$ cat config.mk
export PLATFORM = sky130hd
export DESIGN_NAME = trap_ctrl_flat
export DESIGN_NICKNAME = d
export VERILOG_FILES = /design/src/rtl/trap_ctrl_if.sv /design/src/rtl/trap_ctrl.sv /design/src/flat_wrapper.sv
export SDC_FILE = /design/constraint.sdc
export NUM_CORES = 1
export LEC_CHECK = 0
export CAP_MARGIN = 20
export CORE_AREA = 2 2 238 240
export CTS_BUF_LIST = sky130_fd_sc_hd__clkbuf_4 sky130_fd_sc_hd__clkbuf_8 sky130_fd_sc_hd__clkbuf_16
export CTS_CLUSTER_DIAMETER = 120
export DETAILED_ROUTE_END_ITERATION = 8
export DIE_AREA = 0 0 240 242
export PLACE_DENSITY = 0.87
export SLEW_MARGIN = 20
export SYNTH_ARGS = -nofsm -noshare
export SYNTH_HDL_FRONTEND = slang
export SYNTH_SLANG_ARGS = --single-unit
$ cat constraint.sdc
create_clock -name clk -period 4.8 [get_ports clk]
set_input_delay 0.96 -clock clk [delete_from_list [all_inputs] [get_ports clk]]
set_output_delay 0.96 -clock clk [all_outputs]
set_load 0.01 [all_outputs]
$ cat src/rtl/trap_ctrl_if.sv
// trap_ctrl_if: commit-point exception/xret inputs, CSR access and flush/redirect outputs of trap_ctrl
`timescale 1ns/1ps
interface trap_ctrl_if;
  logic        exc;
  logic [63:0] exc_cause;
  logic [63:0] exc_val;
  logic [63:0] exc_pc;
  logic        mret;
  logic        sret;
  logic [63:0] mtvec;
  logic [63:0] stvec;
  logic [63:0] medeleg;
  logic        csr_wr_en;
  logic [11:0] csr_wr_addr;
  logic [63:0] csr_wr_data;
  logic [11:0] csr_rd_addr;
  logic [63:0] csr_rd_data;
  logic [1:0]  priv;
  logic        busy;
  logic        flush_all;
  logic        redirect_valid;
  logic [63:0] redirect_pc;
  logic        redirect_ack;
  modport master (
    output exc, exc_cause, exc_val, exc_pc, mret, sret, mtvec, stvec, medeleg,
           csr_wr_en, csr_wr_addr, csr_wr_data, csr_rd_addr, redirect_ack,
    input  csr_rd_data, priv, busy, flush_all, redirect_valid, redirect_pc
  );
  modport slave (
    input  exc, exc_cause, exc_val, exc_pc, mret, sret, mtvec, stvec, medeleg,
           csr_wr_en, csr_wr_addr, csr_wr_data, csr_rd_addr, redirect_ack,
    output csr_rd_data, priv, busy, flush_all, redirect_valid, redirect_pc
  );
endinterface

$ cat src/rtl/trap_ctrl.sv
// trap_ctrl: trap entry/return, privilege and trap CSR ownership, flush and fetch redirect sequencing
`timescale 1ns/1ps
module trap_ctrl #(
  parameter bit DELEG_EN   = 1'b1,
  parameter int TVEC_ALIGN = 2
) (
  input logic        clk,
  input logic        rst_n,
  trap_ctrl_if.slave t
);
  typedef enum logic [1:0] {IDLE, FLUSH, REDIR} state_t;
  localparam logic [63:0] TMASK = ~((64'd1 << TVEC_ALIGN) - 64'd1);
  state_t      state, nxt;
  logic [1:0]  priv, mpp;
  logic        mie, mpie, sie, spie, spp;
  logic [63:0] mepc, mcause, mtval, sepc, scause, stval, rpc;
  logic [63:0] mstatus, sstatus, epc, wd;
  logic        idle, take_exc, take_mret, take_sret, commit, to_s, wr;
  assign idle      = state == IDLE;
  assign take_exc  = idle && t.exc;
  assign take_mret = idle && !t.exc && t.mret && priv == 2'b11;
  assign take_sret = idle && !t.exc && !t.mret && t.sret && priv != 2'b00;
  assign commit    = take_exc || take_mret || take_sret;
  assign to_s      = DELEG_EN && priv != 2'b11 && t.medeleg[t.exc_cause[5:0]];
  assign wr        = idle && t.csr_wr_en;
  assign epc       = t.exc_pc & ~64'd1;
  assign wd        = t.csr_wr_data;
  assign mstatus   = {51'd0, mpp, 2'd0, spp, mpie, 1'b0, spie, 1'b0, mie, 1'b0, sie, 1'b0};
  assign sstatus   = {55'd0, spp, 2'd0, spie, 3'd0, sie, 1'b0};
  always_ff @(posedge clk)
    if (!rst_n) state <= IDLE;
    else state <= nxt;
  always_comb begin
    nxt = state;
    nxt = idle ? (commit ? FLUSH : IDLE) : state == FLUSH ? REDIR : t.redirect_ack ? IDLE : REDIR;
    t.busy           = !idle;
    t.flush_all      = state == FLUSH;
    t.redirect_valid = state == REDIR;
    t.redirect_pc    = rpc;
    t.priv           = priv;
  end
  // CSR writes come first so a same-edge trap or xret overrides them
  always_ff @(posedge clk) begin
    if (!rst_n) begin
      priv <= 2'b11;
      {mepc, mcause, mtval, sepc, scause, stval, rpc} <= '0;
      {mie, mpie, sie, spie, spp} <= '0;
      mpp <= 2'b00;
    end else begin
      if (wr)
        case (t.csr_wr_addr)
          12'h341: mepc   <= wd & ~64'd1;
          12'h342: mcause <= wd;
          12'h343: mtval  <= wd;
          12'h141: sepc   <= wd & ~64'd1;
          12'h142: scause <= wd;
          12'h143: stval  <= wd;
          12'h300: if (!commit) begin
            sie  <= wd[1];
            mie  <= wd[3];
            spie <= wd[5];
            mpie <= wd[7];
            spp  <= wd[8];
            mpp  <= wd[12:11] == 2'b10 ? 2'b00 : wd[12:11];
          end
          12'h100: if (!commit) begin
            sie  <= wd[1];
            spie <= wd[5];
            spp  <= wd[8];
          end
          default: ;
        endcase
      if (take_exc) begin
        rpc <= (to_s ? t.stvec : t.mtvec) & TMASK;
        if (to_s) begin
          sepc   <= epc;
          scause <= t.exc_cause;
          stval  <= t.exc_val;
          spie   <= sie;
          sie    <= 1'b0;
          spp    <= priv[0];
          priv   <= 2'b01;
        end else begin
          mepc   <= epc;
          mcause <= t.exc_cause;
          mtval  <= t.exc_val;
          mpie   <= mie;
          mie    <= 1'b0;
          mpp    <= priv;
          priv   <= 2'b11;
        end
      end
      if (take_mret) begin
        mie  <= mpie;
        mpie <= 1'b1;
        priv <= mpp;
        mpp  <= 2'b00;
        rpc  <= mepc;
      end
      if (take_sret) begin
        sie  <= spie;
        spie <= 1'b1;
        priv <= {1'b0, spp};
        spp  <= 1'b0;
        rpc  <= sepc;
      end
    end
  end
  always_comb begin
    t.csr_rd_data = '0;
    case (t.csr_rd_addr)
      12'h341: t.csr_rd_data = mepc;
      12'h342: t.csr_rd_data = mcause;
      12'h343: t.csr_rd_data = mtval;
      12'h141: t.csr_rd_data = sepc;
      12'h142: t.csr_rd_data = scause;
      12'h143: t.csr_rd_data = stval;
      12'h300: t.csr_rd_data = mstatus;
      12'h100: t.csr_rd_data = sstatus;
      default: t.csr_rd_data = '0;
    endcase
  end
endmodule

$ cat src/flat_wrapper.sv
// flat-port wrapper written by rule: the top's interface ports become plain ports
module trap_ctrl_flat 
#(
  parameter bit DELEG_EN   = 1'b1,
  parameter int TVEC_ALIGN = 2
)
  (clk, rst_n, t_exc, t_exc_cause, t_exc_val, t_exc_pc, t_mret, t_sret, t_mtvec, t_stvec, t_medeleg, t_csr_wr_en, t_csr_wr_addr, t_csr_wr_data, t_csr_rd_addr, t_redirect_ack, t_csr_rd_data, t_priv, t_busy, t_flush_all, t_redirect_valid, t_redirect_pc);
  trap_ctrl_if t_i ();
  input logic clk;
  input logic rst_n;
  input wire logic [$bits(t_i.exc)-1:0] t_exc;
  input wire logic [$bits(t_i.exc_cause)-1:0] t_exc_cause;
  input wire logic [$bits(t_i.exc_val)-1:0] t_exc_val;
  input wire logic [$bits(t_i.exc_pc)-1:0] t_exc_pc;
  input wire logic [$bits(t_i.mret)-1:0] t_mret;
  input wire logic [$bits(t_i.sret)-1:0] t_sret;
  input wire logic [$bits(t_i.mtvec)-1:0] t_mtvec;
  input wire logic [$bits(t_i.stvec)-1:0] t_stvec;
  input wire logic [$bits(t_i.medeleg)-1:0] t_medeleg;
  input wire logic [$bits(t_i.csr_wr_en)-1:0] t_csr_wr_en;
  input wire logic [$bits(t_i.csr_wr_addr)-1:0] t_csr_wr_addr;
  input wire logic [$bits(t_i.csr_wr_data)-1:0] t_csr_wr_data;
  input wire logic [$bits(t_i.csr_rd_addr)-1:0] t_csr_rd_addr;
  input wire logic [$bits(t_i.redirect_ack)-1:0] t_redirect_ack;
  output wire logic [$bits(t_i.csr_rd_data)-1:0] t_csr_rd_data;
  output wire logic [$bits(t_i.priv)-1:0] t_priv;
  output wire logic [$bits(t_i.busy)-1:0] t_busy;
  output wire logic [$bits(t_i.flush_all)-1:0] t_flush_all;
  output wire logic [$bits(t_i.redirect_valid)-1:0] t_redirect_valid;
  output wire logic [$bits(t_i.redirect_pc)-1:0] t_redirect_pc;
  assign t_i.exc = t_exc;
  assign t_i.exc_cause = t_exc_cause;
  assign t_i.exc_val = t_exc_val;
  assign t_i.exc_pc = t_exc_pc;
  assign t_i.mret = t_mret;
  assign t_i.sret = t_sret;
  assign t_i.mtvec = t_mtvec;
  assign t_i.stvec = t_stvec;
  assign t_i.medeleg = t_medeleg;
  assign t_i.csr_wr_en = t_csr_wr_en;
  assign t_i.csr_wr_addr = t_csr_wr_addr;
  assign t_i.csr_wr_data = t_csr_wr_data;
  assign t_i.csr_rd_addr = t_csr_rd_addr;
  assign t_i.redirect_ack = t_redirect_ack;
  assign t_csr_rd_data = t_i.csr_rd_data;
  assign t_priv = t_i.priv;
  assign t_busy = t_i.busy;
  assign t_flush_all = t_i.flush_all;
  assign t_redirect_valid = t_i.redirect_valid;
  assign t_redirect_pc = t_i.redirect_pc;
  trap_ctrl #(.DELEG_EN(DELEG_EN), .TVEC_ALIGN(TVEC_ALIGN)) u_core (.clk(clk), .rst_n(rst_n), .t(t_i));
endmodule
==> results.py <==
metrics = {
    "status": {
        "status": "complete, no violations",
    },
    "setup_path": {
        "r2r_cells": 6,
        "cp-endpoint": "t_csr_rd_data[21]",
        "r2r_end": "u_core.t.redirect_pc[35]",
        "worst-r2r-setup-slack_ps": 2090,
        "critPathLaunchType": "input pin",
        "worstPathArrival_ps": 3830,
        "critPathRequiredTime_ps": 3840,
        "cp_max_fo": 31,
        "critPathKind": "in -> out",
        "rr_startpoint": "u_core.t.priv[0]",
        "worstSetupEndpointType": "primary output",
        "cp-startpoint": "t_csr_rd_addr[11]",
    },
    "power": {
        "p_int_mw": 7.89,
        "pwr-share-clk_pct": 37.1,
        "swShare_pct": 28.6,
        "seqPwrFrac_pct": 40.1,
        "ir_worst_vdd_mv": 0.234,
        "power_density_nw_per_um2": 311,
        "power.net_switching_mw": 3.16,
        "leakage_nw": 13.9,
        "p_comb_share_pct": 22.8,
    },
    "floorplan": {
        "die_area_um2": 58100,
        "boundaryPins": 612,
        "die_x_um": 240,
        "die-height_um": 242,
        "initial_core_util_pct": 48.0,
        "rows": 87,
        "core_um2": 55700,
    },
    "clock_tree": {
        "htreeDepth": 2,
        "cts_buffers": 50,
        "clock_latency_ps": 590,
        "clkSinkCount": 459,
        "root_buffer": "clkbuf_16",
        "cts_tree": "done",
        "cts_setup_buffers": 0,
        "clk_path_buf_depth": 3,
        "clk_pin_slew_worst_paths_ps": 60,
    },
    "hold_path": {
        "hold_path.class": "reg -> reg",
        "hold_depth": 2,
    },
    "logic_synthesis": {
        "ys_seq_elements": 459,
        "avgSynthCellArea_um2": 9.32,
        "syn_area_um2": 26800,
        "syn-instance-count": 2871,
        "ys_warn_count": 0,
        "synth_top_cell_area_share_pct": 34.3,
        "async_reset_ff_share_pct": 0,
        "ys_types": 55,
        "synth_edf_count": 0,
        "ys_top_cells_by_area": "dfxtp_1, mux2_2, mux2i_1",
        "ys.flop_type": "dfxtp_1",
        "synth_nets": 3350,
        "ys_seq_area_share_pct": 34.3,
        "synth_top_area_cell": "dfxtp_1",
    },
    "route": {
        "ant_nets": 0,
        "route.detailed.drc": 0,
        "vias_per_cell": 6.33,
        "via_count": 26300,
        "routed_wl_um": 101000,
        "firstDrtPassIters": 9,
        "drt_iter0_drc": 3261,
        "avgRoutedWirePerCell_um": 24.3,
    },
    "place": {
        "hpwl_um": 65700,
        "globalplace.congestion": 0.885,
        "placement.io_buffers": 606,
        "dp_cells": 4051,
    },
    "cells_and_area": {
        "final_common_cell": "nand2_1",
        "fill_cells": 4246,
        "drive_gt1_share_pct": 18.2,
        "regArea_um2": 9190,
        "syn_to_final_growth_pct": 32.8,
        "mostFrequentLayoutCells": "nand2_1, clkdlybuf4s50_1, dfxtp_1",
        "stdcell_count": 4152,
        "final_net_count": 3826,
        "utilization_pct": 63.8,
        "multiInputGateArea_um2": 16300,
    },
    "grt": {
        "antenna_found_initial": 12,
        "grt_usage_pct": 33.0,
        "grt_first_pass_wirelength_um": 151000,
        "grt_max_degree": 227,
        "grt.overflow.total": 0,
        "grt_pass1_vias": 26200,
    },
    "timing": {
        "clock_skew_ps": 9.40,
        "fin_setup_tns_ps": 0,
        "period_minus_slack_ps": 4790,
        "setup_violations": 0,
        "slew_viol_final": 0,
        "fmax_mhz": 209,
        "fin_crit_sh_pct": 99.7,
        "finalHoldViolations": 0,
        "slew_headroom_pct": 30.2,
        "worst_slew_pin_slew_ps": 1050,
    },
    "job": {
        "cap_viol_max_count": 0,
    },
}
metrics by stage:
stage	total power, mW	setup WS (ps)	area (um^2)	hold slack (ps)
finish	11.1	12.2	35500	471
global route	11.4	-27.3	35500	495
CTS	11.0	8.47	35500	464
detailed placement	6.94	-108	33700	454
global placement	6.88	-81.6	33700	443
floorplan	5.84	829	26800	427
Yosys cell counts (all sizes together) (2+ instances only):
master   instances
a22oi          118
o2111a           2
o311ai           2
clkbuf         221
a21oi           12
o21ai            6
inv              7
a32oi            6
a2111oi         58
nor2            26
dfxtp          459
o31ai           59
nor4             5
and2           119
nand4b           3
nand4            6
nand2          653
nor3             7
nor2b            4
a221oi          59
nand3            3
o211ai          61
o22ai            4
nor4b            3
a222oi          65
nand3b           2
nor4bb           3
mux4            11
o22a             3
a211oi           4
mux2           388
nand2b           3
buf             58
or3              2
mux2i          411
and4             5
layout make-up:
type                            count  area share [%]
Multi-Input combinational cell   2126            46.0
Sequential cell                   459            25.9
Timing Repair Buffer              703            20.4
Clock buffer                       78            4.49
Tap cell                          756            2.66
Clock inverter                     15           0.440
Inverter                            7          0.0739
Antenna cell                        8          0.0563
worst min path at each step:
stage / startpoint / to
floorplan: u_core.sepc[0] / u_core.sepc[0]
global placement: u_core.sepc[0] / u_core.sepc[0]
detailed placement: u_core.sepc[0] / u_core.sepc[0]
CTS: u_core.sepc[0] / u_core.sepc[0]
global route: u_core.sepc[0] / u_core.sepc[0]
finish: u_core.sepc[0] / u_core.sepc[0]
state kept, by name, indices dropped and copies added, names as in the netlist, 64 cells and up:
signal,cells
u_core.stval,64
u_core.t.redirect_pc,64
u_core.scause,64
u_core.mepc,64
u_core.sepc,64
u_core.mtval,64
u_core.mcause,64
power groups by stage:
stage | Clock, mW | Combinational (mW) | Sequential (mW)
2_1_floorplan | 0 | 1.39 | 4.45
3_3_place_gp | 0 | 2.40 | 4.48
4_1_cts | 4.11 | 2.47 | 4.42
6_report | 4.10 | 2.52 | 4.44
5_1_grt | 4.26 | 2.65 | 4.46
3_5_place_dp | 0 | 2.44 | 4.49
worst max-delay path, cell delays in order:
cell,delay (ps)
clkdlybuf4s50_1,440
nor4b_2,320
buf_4,180
nand4_1,90
buf_4,180
or2_2,310
nor2_4,160
buf_12,230
a222oi_1,110
o211ai_1,210
clkdlybuf4s50_1,610
metal layers:
metal,up-vias,GRT usage (%),share of wire (%),routed length (um)
li1,11500,-,-,-
met3,441,7.94,11,11300
met1,12500,39.4,37,36800
met5,-,0,0.067,67
met4,12,19.7,5.9,5980
met2,1812,53.4,46,46600
logic make-up after synthesis:
family | after synthesis | synth area share [%]
AO/OA/AOI/OAI | 469 | 14.3
buffers and inverters | 286 | 5.24
flip-flops | 459 | 34.3
multiplexers | 810 | 32.6
AND/OR/NAND/NOR | 847 | 13.6
what timing repair did:
action	4_1_cts	5_1_grt
setup endpoints to repair	41	55
gates resized for setup	2	7
pin swaps	0	0
hold buffers	0	0
Power figures use the tool's default switching activity.
